### src/rtl/imem_uart_loader.sv
// imem_uart_loader: 8N1 UART receiver plus packet parser that writes a length-prefixed
// big-endian program image into instruction memory, holding the CPU until it is complete.
module imem_uart_loader #(
    parameter int D_SIZE       = 32,
    parameter int AW           = 8,
    parameter int CLKS_PER_BIT = 868
) (
    input  logic              clk,
    input  logic              rst,
    input  logic              rx,
    output logic              im_we,
    output logic [AW-1:0]     im_addr,
    output logic [D_SIZE-1:0] im_wdata,
    output logic              cpu_hold,
    output logic              load_done,
    output logic              frame_err,
    output logic              overflow
);
    typedef enum logic [1:0] {R_IDLE, R_START, R_DATA, R_STOP} rx_state_t;
    typedef enum logic [2:0] {P_LEN_HI, P_LEN_LO, P_WORD, P_FIN, P_DONE} pk_state_t;

    localparam logic [15:0] HALF_END = 16'(CLKS_PER_BIT / 2 - 1);
    localparam logic [15:0] BIT_END  = 16'(CLKS_PER_BIT - 1);
    localparam logic [16:0] DEPTH    = 17'(2 ** AW);

    logic              rx_s1_q, rx_s2_q, rx_s3_q;
    rx_state_t         rs_q, rs_d;
    logic [15:0]       cnt_q, cnt_d;
    logic [2:0]        bit_q, bit_d;
    logic [7:0]        sh_q, sh_d;
    logic              bv_q, bv_d, be_q, be_d;
    logic              frame_err_q, frame_err_d;
    pk_state_t         ps_q, ps_d;
    logic [15:0]       len_q, len_d, idx_q, idx_d;
    logic [1:0]        bc_q, bc_d;
    logic [23:0]       wsh_q, wsh_d;
    logic              im_we_q, im_we_d;
    logic [AW-1:0]     im_addr_q, im_addr_d;
    logic [D_SIZE-1:0] im_wdata_q, im_wdata_d;
    logic              overflow_q, overflow_d;

    always_ff @(posedge clk or negedge rst) begin
        if (!rst) begin
            {rx_s1_q, rx_s2_q, rx_s3_q} <= 3'b111;
            rs_q        <= R_IDLE;
            cnt_q       <= '0;
            bit_q       <= '0;
            sh_q        <= '0;
            bv_q        <= 1'b0;
            be_q        <= 1'b0;
            frame_err_q <= 1'b0;
            ps_q        <= P_LEN_HI;
            len_q       <= '0;
            idx_q       <= '0;
            bc_q        <= '0;
            wsh_q       <= '0;
            im_we_q     <= 1'b0;
            im_addr_q   <= '0;
            im_wdata_q  <= '0;
            overflow_q  <= 1'b0;
        end else begin
            {rx_s1_q, rx_s2_q, rx_s3_q} <= {rx, rx_s1_q, rx_s2_q};
            rs_q        <= rs_d;
            cnt_q       <= cnt_d;
            bit_q       <= bit_d;
            sh_q        <= sh_d;
            bv_q        <= bv_d;
            be_q        <= be_d;
            frame_err_q <= frame_err_d;
            ps_q        <= ps_d;
            len_q       <= len_d;
            idx_q       <= idx_d;
            bc_q        <= bc_d;
            wsh_q       <= wsh_d;
            im_we_q     <= im_we_d;
            im_addr_q   <= im_addr_d;
            im_wdata_q  <= im_wdata_d;
            overflow_q  <= overflow_d;
        end
    end

    always_comb begin
        rs_d        = rs_q;
        cnt_d       = cnt_q + 16'd1;
        bit_d       = bit_q;
        sh_d        = sh_q;
        bv_d        = 1'b0;
        be_d        = 1'b0;
        frame_err_d = frame_err_q;
        case (rs_q)
            R_IDLE: begin
                cnt_d = '0;
                rs_d  = (rx_s3_q && !rx_s2_q) ? R_START : R_IDLE;
            end
            R_START: if (cnt_q == HALF_END) begin
                cnt_d = '0;
                bit_d = '0;
                rs_d  = rx_s2_q ? R_IDLE : R_DATA;
            end
            R_DATA: if (cnt_q == BIT_END) begin
                cnt_d = '0;
                sh_d  = {rx_s2_q, sh_q[7:1]};
                bit_d = bit_q + 3'd1;
                rs_d  = (bit_q == 3'd7) ? R_STOP : R_DATA;
            end
            R_STOP: if (cnt_q == BIT_END) begin
                rs_d        = R_IDLE;
                bv_d        = rx_s2_q;
                be_d        = !rx_s2_q;
                frame_err_d = frame_err_q | !rx_s2_q;
            end
        endcase
        // A frame error aborts any packet in flight; LEN_HI and DONE are unaffected.
        ps_d       = ps_q;
        len_d      = len_q;
        idx_d      = idx_q;
        bc_d       = bc_q;
        wsh_d      = wsh_q;
        im_we_d    = 1'b0;
        im_addr_d  = im_addr_q;
        im_wdata_d = im_wdata_q;
        overflow_d = overflow_q;
        case (ps_q)
            P_LEN_HI: if (bv_q) begin
                len_d[15:8] = sh_q;
                ps_d        = P_LEN_LO;
            end
            P_LEN_LO: if (bv_q) begin
                len_d[7:0] = sh_q;
                overflow_d = overflow_q | ({1'b0, len_q[15:8], sh_q} > DEPTH);
                idx_d      = '0;
                bc_d       = '0;
                ps_d       = ({len_q[15:8], sh_q} == 16'd0) ? P_DONE : P_WORD;
            end else if (be_q) begin
                ps_d = P_LEN_HI;
            end
            P_WORD: if (bv_q) begin
                bc_d  = bc_q + 2'd1;
                wsh_d = {wsh_q[15:0], sh_q};
                if (bc_q == 2'd3) begin
                    im_we_d    = {1'b0, idx_q} < DEPTH;
                    im_addr_d  = im_we_d ? idx_q[AW-1:0] : im_addr_q;
                    im_wdata_d = im_we_d ? D_SIZE'({wsh_q, sh_q}) : im_wdata_q;
                    idx_d      = idx_q + 16'd1;
                    ps_d       = (idx_q == len_q - 16'd1) ? P_FIN : P_WORD;
                end
            end else if (be_q) begin
                ps_d  = P_LEN_HI;
                idx_d = '0;
                bc_d  = '0;
            end
            P_FIN:   ps_d = P_DONE;
            P_DONE:  ps_d = P_DONE;
            default: ps_d = P_LEN_HI;
        endcase
    end

    always_comb begin
        im_we     = im_we_q;
        im_addr   = im_addr_q;
        im_wdata  = im_wdata_q;
        frame_err = frame_err_q;
        overflow  = overflow_q;
        load_done = ps_q == P_DONE;
        cpu_hold  = ps_q != P_DONE;
    end
endmodule

### config.mk
export PLATFORM = sky130hd
export DESIGN_NAME = imem_uart_loader
export DESIGN_NICKNAME = d
export VERILOG_FILES = /design/src/rtl/imem_uart_loader.sv
export SDC_FILE = /design/constraint.sdc
export NUM_CORES = 1
export LEC_CHECK = 0
export ABC_CLOCK_PERIOD_IN_PS = 2150
export CELL_PAD_IN_SITES_DETAIL_PLACEMENT = 0
export CELL_PAD_IN_SITES_GLOBAL_PLACEMENT = 1
export CORE_UTILIZATION = 42
export DETAILED_ROUTE_END_ITERATION = 8
export GPL_TIMING_DRIVEN = 0
export PLACE_DENSITY = 0.83
export SYNTH_ARGS = -nofsm -noshare
export SYNTH_HDL_FRONTEND = slang
export SYNTH_SLANG_ARGS = --single-unit
### constraint.sdc
create_clock -name clk -period 2.15 [get_ports clk]
set_clock_uncertainty 0.2 [all_clocks]
set_input_delay 0.43 -clock clk [delete_from_list [all_inputs] [get_ports clk]]
set_output_delay 0.43 -clock clk [all_outputs]
set_load 0.005 [all_outputs]
# ---- Word-level counts from Yosys, hierarchy flattened
# Index checks and enable logic that the tools add are counted.
dict set report classes {
  add_sub_neg 5
  multipliers 0
  n_div 0
  n_lt_le_gt_ge 2
  n_eq_ne 20
  shifts 0
  n_mux 37
  bitwise_logic 2
  reduce_logical 19
}
# operator count
set op_table {}
lappend op_table {{16-bit 2-to-1 mux} 6}
lappend op_table {{16-bit one-hot mux with 3 select lines} 1}
lappend op_table {{16-bit by 1-bit adder with 16-bit output, second input constant} 2}
lappend op_table {{16-bit one-hot mux with 2 select lines} 1}
lappend op_table {{3-bit 2-to-1 mux} 8}
lappend op_table {{16-bit by 10-bit == test with 1-bit output, second input constant} 1}
lappend op_table {{16-bit == test} 1}
lappend op_table {{16-bit by 9-bit == test with 1-bit output, second input constant} 1}
lappend op_table {{16-bit by 9-bit greater-than comparator with 1-bit output, second input constant} 1}
lappend op_table {{16-bit logical NOT} 1}
lappend op_table {{16-bit by 9-bit less-than comparator with 1-bit output, second input constant} 1}
lappend op_table {{16-bit by 1-bit subtractor with 16-bit output, second input constant} 1}
lappend op_table {{2-bit 2-to-1 mux} 7}
lappend op_table {{3-bit one-hot mux with 4 select lines} 1}
lappend op_table {{2-bit AND reduction} 6}
lappend op_table {{1-bit 2-to-1 mux} 10}
lappend op_table {{2-bit != test, second input constant} 5}
lappend op_table {{3-bit != test, second input constant} 3}
lappend op_table {{3-bit AND reduction} 3}
lappend op_table {{2-bit one-hot mux with 4 select lines} 1}
lappend op_table {{4-bit AND reduction} 2}
lappend op_table {{2-bit == test, second input constant} 3}
lappend op_table {{3-bit by 2-bit == test with 1-bit output, second input constant} 2}
lappend op_table {{3-bit == test, second input constant} 2}
lappend op_table {{other kinds (13)} 15}
dict set report totals {
  regBits 138
  latch_bits 0
  ramBits 0
  rom_bits 0
  in_bits 3
  out_inout_bits 45
  wordCells 105
  memories 0
}

# ---- Logic depth before layout (Yosys ltp)
# Gate-level depths: netlist of the first run.
dict set report depth {
  word_depth 6
  ltp_mapped 8
  ltp_nobuf 8
}

# ---- Least setup slack after synthesis of the first run
# OpenSTA, ideal clock, no wires.
dict set report synth_path {
  path_kind {register -> register}
  start {register len_q[4]}
  end {register ps_q[0]}
  t_arrival_ns 1.890
  required_ns 1.858
  path_slack_ns -0.032
  path_stages_with_launch 8
  n_path_buf 1
  period_less_slack_ns 2.182
  path_cell_list {dfrtp_1 buf_2 nor4_4 and4_2 mux2_2 mux2i_1 a21oi_1 o31ai_2}
}
dict set report synth_via {
  elab_chain_len 6
}
# item line_no
set synth_lines {}
lappend synth_lines {{start: declaration} 34} ;# logic [15:0] len_q, len_d, idx_q, idx_d;
lappend synth_lines {{start signal: assignment} 71} ;# len_q <= len_d;
lappend synth_lines {{16-bit by 1-bit subtractor with 16-bit output} 145} ;# ps_d = (idx_q == len_q - 16'd1) ? P_FIN : P_WORD;
lappend synth_lines {{16-bit == test} 145}
lappend synth_lines {{1-bit 2-to-1 mux} 145}
lappend synth_lines {{3-bit 2-to-1 mux} 140} ;# if (bc_q == 2'd3) begin
lappend synth_lines {{3-bit 2-to-1 mux} 137} ;# P_WORD: if (bv_q) begin
lappend synth_lines {{3-bit one-hot mux with 4 select lines} 123} ;# case (ps_q)
lappend synth_lines {{end signal: assignment} 70} ;# ps_q <= ps_d;
lappend synth_lines {{end: declaration} 33} ;# pk_state_t ps_q, ps_d;
# Every way passes these cells. The select of a mux whose other input is x is not followed.
# A chain may end at the register's enable or synchronous reset.

# ---- Worst setup path in the final report of the first run
dict set report layout_path {
  start {register cnt_q[10]}
  end {register cnt_q[10]}
}
dict set report layout_via {
  elab_chain_len 3
  elab_cells_between_ends 6
  cone_classes {add/sub (1); eq/ne (2); mux (3)}
}
# item line_no
set layout_lines {}
lappend layout_lines {{start: declaration} 28} ;# logic [15:0] cnt_q, cnt_d;
lappend layout_lines {{start signal: assignment} 64} ;# cnt_q <= cnt_d;
lappend layout_lines {{16-bit by 1-bit adder with 16-bit output (tied with other cells)} 84} ;# cnt_d = cnt_q + 16'd1;
lappend layout_lines {{16-bit 2-to-1 mux (on tied branches)} {100, 95}}
lappend layout_lines {{16-bit one-hot mux with 3 select lines *} 90} ;# case (rs_q)
lappend layout_lines {{named net cnt_d[10]} 28}
# Mark *: on every way through the listed nets, which the timed path passes. The rest lies on a longest branch.

==> results.py, run 1 <==
metrics = {
    "layout": {
        "antenna_cells": 0,
        "multi_input_area_mm2": 0.00298,
        "drive_gt1_share_pct": 27.5,
        "fin_nets": 710,
        "utilization_pct": 55.7,
        "fill_cells": 1251,
        "final_cell_mix": "147 x nand2_1, 128 x dfrtp_1, 47 x mux2_2",
        "area_delta_synth_final_pct": 28.7,
        "stdcell_area_mm2": 0.00816,
        "regArea_mm2": 0.00347,
        "fin_cells": 897,
        "layout_commonest_cell": "nand2_1",
    },
    "placed_design": {
        "hpwl_um": 9400,
        "placed_area_mm2": 0.00707,
        "portBuffers": 47,
        "gp_congestion": 0.800,
        "dpl.cell_count": 837,
    },
    "synthesis": {
        "netlist_instances": 605,
        "syn-num-nets": 615,
        "ys_seq_elements": 138,
        "synth_cell_types": 62,
        "synth_area_per_cell_um2": 10.5,
        "synth_flop_cell": "dfrtp_1",
        "synth_enable_flop_cells": 0,
        "synth_top_area_share_pct": 53.3,
        "syn_area_mm2": 0.00634,
        "yosysWarningCount": 0,
        "synthTopCellsByArea": "dfrtp_1 53%, nand2_1 8.8%, mux2_2 8.5%, xor2_1 4.0%, nor2_1 3.1%",
        "async_flop_share_pct": 100,
        "yosysTopAreaCell": "dfrtp_1",
        "seq_area_frac_synth_pct": 54.5,
    },
    "floorplan": {
        "placementRows": 44,
        "start_util_pct": 43.3,
        "die_y_um": 125,
        "core_area_mm2": 0.0146,
        "io_pins": 48,
        "die_w_um": 125,
        "die_area_mm2": 0.0156,
    },
    "global_route": {
        "overflow": 0,
        "grt_pass1_vias": 4713,
        "grt_max_degree": 92,
        "grt_pass1_wl_um": 23700,
        "grt.total_usage_pct": 19.4,
        "antenna_found_initial": 0,
    },
    "clock_tree": {
        "cts_inserted_buffers": 17,
        "cts_sinks": 138,
        "cts_tree": "built",
        "cts.clk_slew.worst_paths_ns": 0.06,
        "cts_buffer_depth": 2,
        "clk_latency_ns": 0.42,
        "root_buffer": "clkbuf_16",
        "cts.htree.levels": 4,
    },
    "sta": {
        "period_minus_slack_ns": 2.18,
        "setup_viol": 9,
        "slew-limit-headroom_pct": 53.2,
        "max_freq_mhz": 459,
        "setup_ws_ns": -0.0267,
        "finalCritPeriodShare_pct": 101,
        "rsz0062_at_grt": "yes",
        "drv_slew": 0,
        "worst_pin_slew_ns": 0.702,
        "final.setup.tns_ns": -0.132,
        "hold_violations": 0,
    },
    "min_path": {
        "worstHoldPathType": "reg2reg",
    },
    "worst_setup_path": {
        "critPathLaunch": "cnt_q[10]",
        "r2r_cells": 7,
        "rr_endpoint": "cnt_q[10]",
        "ff2ff_setup_slack_ns": -0.03,
        "crit_end": "cnt_q[10]",
        "path_max_fanout": 6,
        "setup.worst_path.class": "reg2reg",
        "worstSetupEndpointType": "flop",
        "rr_startpoint": "cnt_q[10]",
        "crit_path_start_kind": "flop",
        "crit_arrival_ns": 2.28,
        "required_ns": 2.26,
    },
    "route": {
        "drtIter0Drc": 289,
        "ant_nets": 0,
        "first_pass_iters": 6,
        "via_count": 4637,
        "drc": 8,
        "viasPerCell": 5.17,
        "wire_per_inst_um": 15.8,
        "wirelength_um": 14200,
    },
    "run_status": {
        "violations": "design-rule violations, negative setup slack",
        "status": "complete, but fails checks",
    },
    "pwr": {
        "p_leak_uw": 0.00397,
        "p_per_area_mw_per_mm2": 718,
        "p_total_uw": 5860,
        "ir_worst_vdd_uv": 741,
    },
    "run": {
        "max_cap_viol_count": 0,
    },
}
-- how the worst min path moves through the flow --
| stage | endpoint | slack (ns) | start | depth (start not counted) |
|---|---|---|---|---|
| 6_report | rx_s2_q | 0.15 | rx_s1_q | 0 |
| 3_5_place_dp | rx_s2_q | 0.15 | rx_s1_q | 0 |
| 5_1_grt | rx_s2_q | 0.16 | rx_s1_q | 0 |
| 2_1_floorplan | async pin | -0.07 | rst | 0 |
| 4_1_cts | rx_s2_q | 0.16 | rx_s1_q | 0 |
| 3_3_place_gp | rx_s2_q | 0.15 | rx_s1_q | 0 |
-- metrics by stage --
stage	hold WS, ns	setup WS [ns]
2_1_floorplan	-0.0656	0.00811
3_3_place_gp	0.148	-5.42
3_5_place_dp	0.148	-0.380
4_1_cts	0.156	0.00135
5_1_grt	0.157	-0.163
6_report	0.155	-0.0267
-- area by class of cell --
class / instances / share of cell area (%)
Buffer: 23 / 1.64
Clock inverter: 11 / 1.38
Multi-Input combinational cell: 433 / 36.5
Sequential cell: 138 / 42.5
Clock buffer: 21 / 5.76
Tap cell: 184 / 2.82
Timing Repair Buffer: 77 / 8.95
Inverter: 10 / 0.460
-- cell usage after synthesis, drive strengths merged, types with 5 or more instances --
| library cell | number |
|---|---|
| nor2b | 7 |
| ha | 7 |
| nor4 | 8 |
| xnor2 | 17 |
| and3 | 5 |
| buf | 7 |
| o21ai | 12 |
| nor3 | 8 |
| dfrtp | 135 |
| a21oi | 9 |
| nand4 | 6 |
| inv | 10 |
| clkbuf | 18 |
| nand3 | 21 |
| xor2 | 29 |
| nand2 | 149 |
| mux2 | 48 |
| nor2 | 52 |
-- where the power goes --
part / total (uW) / internal (uW) / switching [uW]
clock: 2820 / 1700 / 1120
combinational: 331 / 141 / 190
sequential: 2710 / 2650 / 54.6
total: 5860 / 4490 / 1370
-- repair_timing --
action | in CTS | in global routing
resized for setup | 37 | 65
setup endpoints to repair | 98 | 97
setup buffers | 17 | 11
pin swaps | 12 | 27
hold endpoints to repair | 47 | 0
hold buffers | 1 | 0
gates cloned | 1 | 1
-- flip-flops by register name (all words and copies together), names as in the netlist, 2 cells and up, named ones only --
signal	cells
im_addr	8
wsh_q	24
bit_q	3
sh_q	8
im_wdata	32
ps_q	3
idx_q	16
bc_q	2
cnt_q	16
len_q	16
-- critical path, stage by stage (launching register included) --
cell and delay [ns]:
dfrtp_1 0.41, nor4_2 0.33, nand4_1 0.25, nor4b_4 0.35, nor2b_2 0.10, o21bai_4 0.19, buf_6 0.19, nor2_1 0.05
-- logic make-up after synthesis --
kind of cell | Yosys count | share of synthesized area (%)
adder cells (fa/ha/maj) | 7 | 1.38
multiplexers | 52 | 9.35
buffers and inverters | 35 | 2.41
AO/OA/AOI/OAI | 43 | 4.95
flip-flops | 138 | 54.5
AND/OR/NAND/NOR | 284 | 21.0
XOR/XNOR | 46 | 6.35
-- layer usage --
| metal | track usage [%] | part of all wire [%] | vias to the layer above |
|---|---|---|---|
| met5 | 0 | 0 | - |
| met4 | 6.03 | 1.0 | 0 |
| met3 | 4.51 | 3.2 | 14 |
| met2 | 30.9 | 49 | 72 |
| met1 | 26.2 | 47 | 2320 |
| li1 | - | - | 2231 |
Power figures use the tool's default switching activity.
==> run 2: changes to the inputs <==
Settings changed: CORE_MARGIN set to 5, GPL_ROUTABILITY_DRIVEN set to 0.
==> run 2 against run 1 <==
The flow finishes with violations (negative setup slack). Flip-flop and latch count stayed put. Non-clock buffer count grew 5. Global-route usage down 2.4 points. First-iteration DRC count rose by 24%. Critical path depth unchanged. Clock power rose by 12%. Largest power group unchanged. Highest routed layer unchanged.
==> results.py, run 2 (same netlist as run 1, synthesis figures left out) <==
metrics = {
    "global_route": {
        "antenna_found_initial": 0,
        "overflow": 0,
        "grt_pass1_vias": 4775,
        "grt.total_usage_pct": 17.0,
        "grt_max_degree": 94,
        "grt_pass1_wl_um": 24400,
    },
    "placed_design": {
        "dpl.cell_count": 841,
        "placed_area_mm2": 0.00708,
        "hpwl_um": 9540,
        "portBuffers": 47,
    },
    "layout": {
        "fin_nets": 715,
        "final_cell_mix": "148 x nand2_1, 127 x dfrtp_1, 47 x mux2_2",
        "stdcell_area_mm2": 0.00821,
        "largest_register_ffs": 32,
        "area_delta_synth_final_pct": 29.5,
        "antenna_cells": 0,
        "layout_commonest_cell": "nand2_1",
        "drive_gt1_share_pct": 26.6,
        "utilization_pct": 54.6,
        "fin_cells": 906,
        "fill_cells": 1283,
    },
    "worst_setup_path": {
        "setup.worst_path.class": "reg2reg",
        "critPathLaunch": "len_q[3]",
        "crit_arrival_ns": 2.41,
        "worstSetupEndpointType": "flop",
        "path_max_fanout": 3,
        "path_buf_inv": 1,
        "required_ns": 2.27,
        "ff2ff_setup_slack_ns": -0.14,
        "cpLargestDelayFamily": "simple AND/OR/NAND/NOR gates",
        "path_cells": "nor4_4 > buf_4 > and4_4 > mux2_4 > mux2i_1 > a21oi_2 > o31ai_2",
        "rr_startpoint": "len_q[3]",
        "cp_slowest_cell": "dfrtp_2",
        "max_stage_delay_ns": 0.45,
        "crit_path_start_kind": "flop",
    },
    "clock_tree": {
        "cts_buffer_depth": 2,
        "cts_tree": "built",
        "root_buffer": "clkbuf_16",
        "cts_inserted_buffers": 17,
        "clk_latency_ns": 0.43,
        "cts_sinks": 138,
        "cts.htree.levels": 4,
        "cts.clk_slew.worst_paths_ns": 0.06,
    },
    "route": {
        "wire_per_inst_um": 16.0,
        "drtIter0Drc": 357,
        "first_pass_iters": 4,
        "viasPerCell": 5.18,
        "drc": 0,
        "via_count": 4689,
        "ant_nets": 0,
        "wirelength_um": 14500,
    },
    "sta": {
        "hold_violations": 0,
        "period_minus_slack_ns": 2.29,
        "max_freq_mhz": 436,
        "drv_slew": 0,
        "setup_ws_ns": -0.141,
        "whs_ns": 0.164,
        "rsz0062_at_grt": "yes",
        "setup_viol": 12,
        "slew-limit-headroom_pct": 53.8,
        "finalCritPeriodShare_pct": 107,
        "worst_pin_slew_ns": 0.689,
    },
    "pwr": {
        "p_per_area_mw_per_mm2": 753,
        "p_leak_uw": 0.00402,
        "ir_worst_vdd_uv": 704,
        "p_total_uw": 6190,
    },
    "floorplan": {
        "die_area_mm2": 0.0177,
        "start_util_pct": 42.2,
        "die_w_um": 133,
        "core_area_mm2": 0.0150,
        "io_pins": 48,
        "placementRows": 45,
        "die_y_um": 133,
    },
    "min_path": {
        "worstHoldPathType": "reg2reg",
        "min-delay-start": "rx_s1_q",
    },
    "run_status": {
        "violations": "negative setup slack",
        "status": "complete, but fails checks",
    },
    "run": {
        "max_cap_viol_count": 0,
    },
}
[run 2: cell count changes in the layout (fill, tap and decap cells not counted), moves of 3 or more]
cell / delta
a21oi_1: +3
nor2_1: +6
bufinv_16: +3
nor2_4: -4
a21oi_2: -3
buf_4: +7
[run 2: stage by stage]
stage	setup TNS (ns)	setup WS (ns)
final	-0.218	-0.141
after floorplan	0	0.00811
after detailed placement	-11.11	-0.362
after CTS	-0.105	-0.0553
after global placement	-679.59	-5.40
after global routing	-2.53	-0.188
[run 2: report_power, final]
| group | total [uW] | switching (uW) | internal (uW) |
|---|---|---|---|
| clock network | 3160 | 1140 | 2020 |
| logic | 303 | 167 | 136 |
| registers | 2720 | 74.0 | 2650 |
| total | 6190 | 1380 | 4800 |
[run 2: layout make-up]
class                   instances  area (um^2)  share of cell area [%]
plain buffers                  23          134                    1.63
clock buffers                  20          457                    5.56
clock inverters                12          186                    2.27
inverters                      10         40.0                   0.488
multi-input cells             433         2930                    35.7
flip-flops and latches        138         3470                    42.2
well taps                     188          235                    2.86
repair buffers                 82          761                    9.26
[run 2: worst paths after layout]
path                              to  cells past startpoint
hold / removal               rx_s2_q                      0
setup / recovery             ps_q[0]                      7
max in group asynchronous   len_q[4]                      3
setup reg to reg             ps_q[0]                      7
min in group asynchronous  idx_q[10]                      2
hold reg to reg              rx_s2_q                      0
[run 2: layer usage]
metal | global-route usage, % | wire (um) | up-vias
met5 | 0 | 0 | -
met4 | 4.68 | 146 | 0
met3 | 4.56 | 495 | 12
met2 | 27.3 | 7170 | 75
met1 | 22.9 | 6680 | 2355
li1 | - | - | 2247
[run 2: timing repair]
action,4_1_cts,5_1_grt
hold endpoints to repair,45,0
resized for setup,43,38
pin swaps,10,19
endpoints found under the setup margin,86,60
cloned,1,1
hold buffers,1,0
buffers inserted,13,19
==> run 3: changes to the inputs <==
Settings changed: GPL_ROUTABILITY_DRIVEN 0 to unset.
==> results of run 3 <==
Final layout, timing and power as in run 2 (identical DEF).
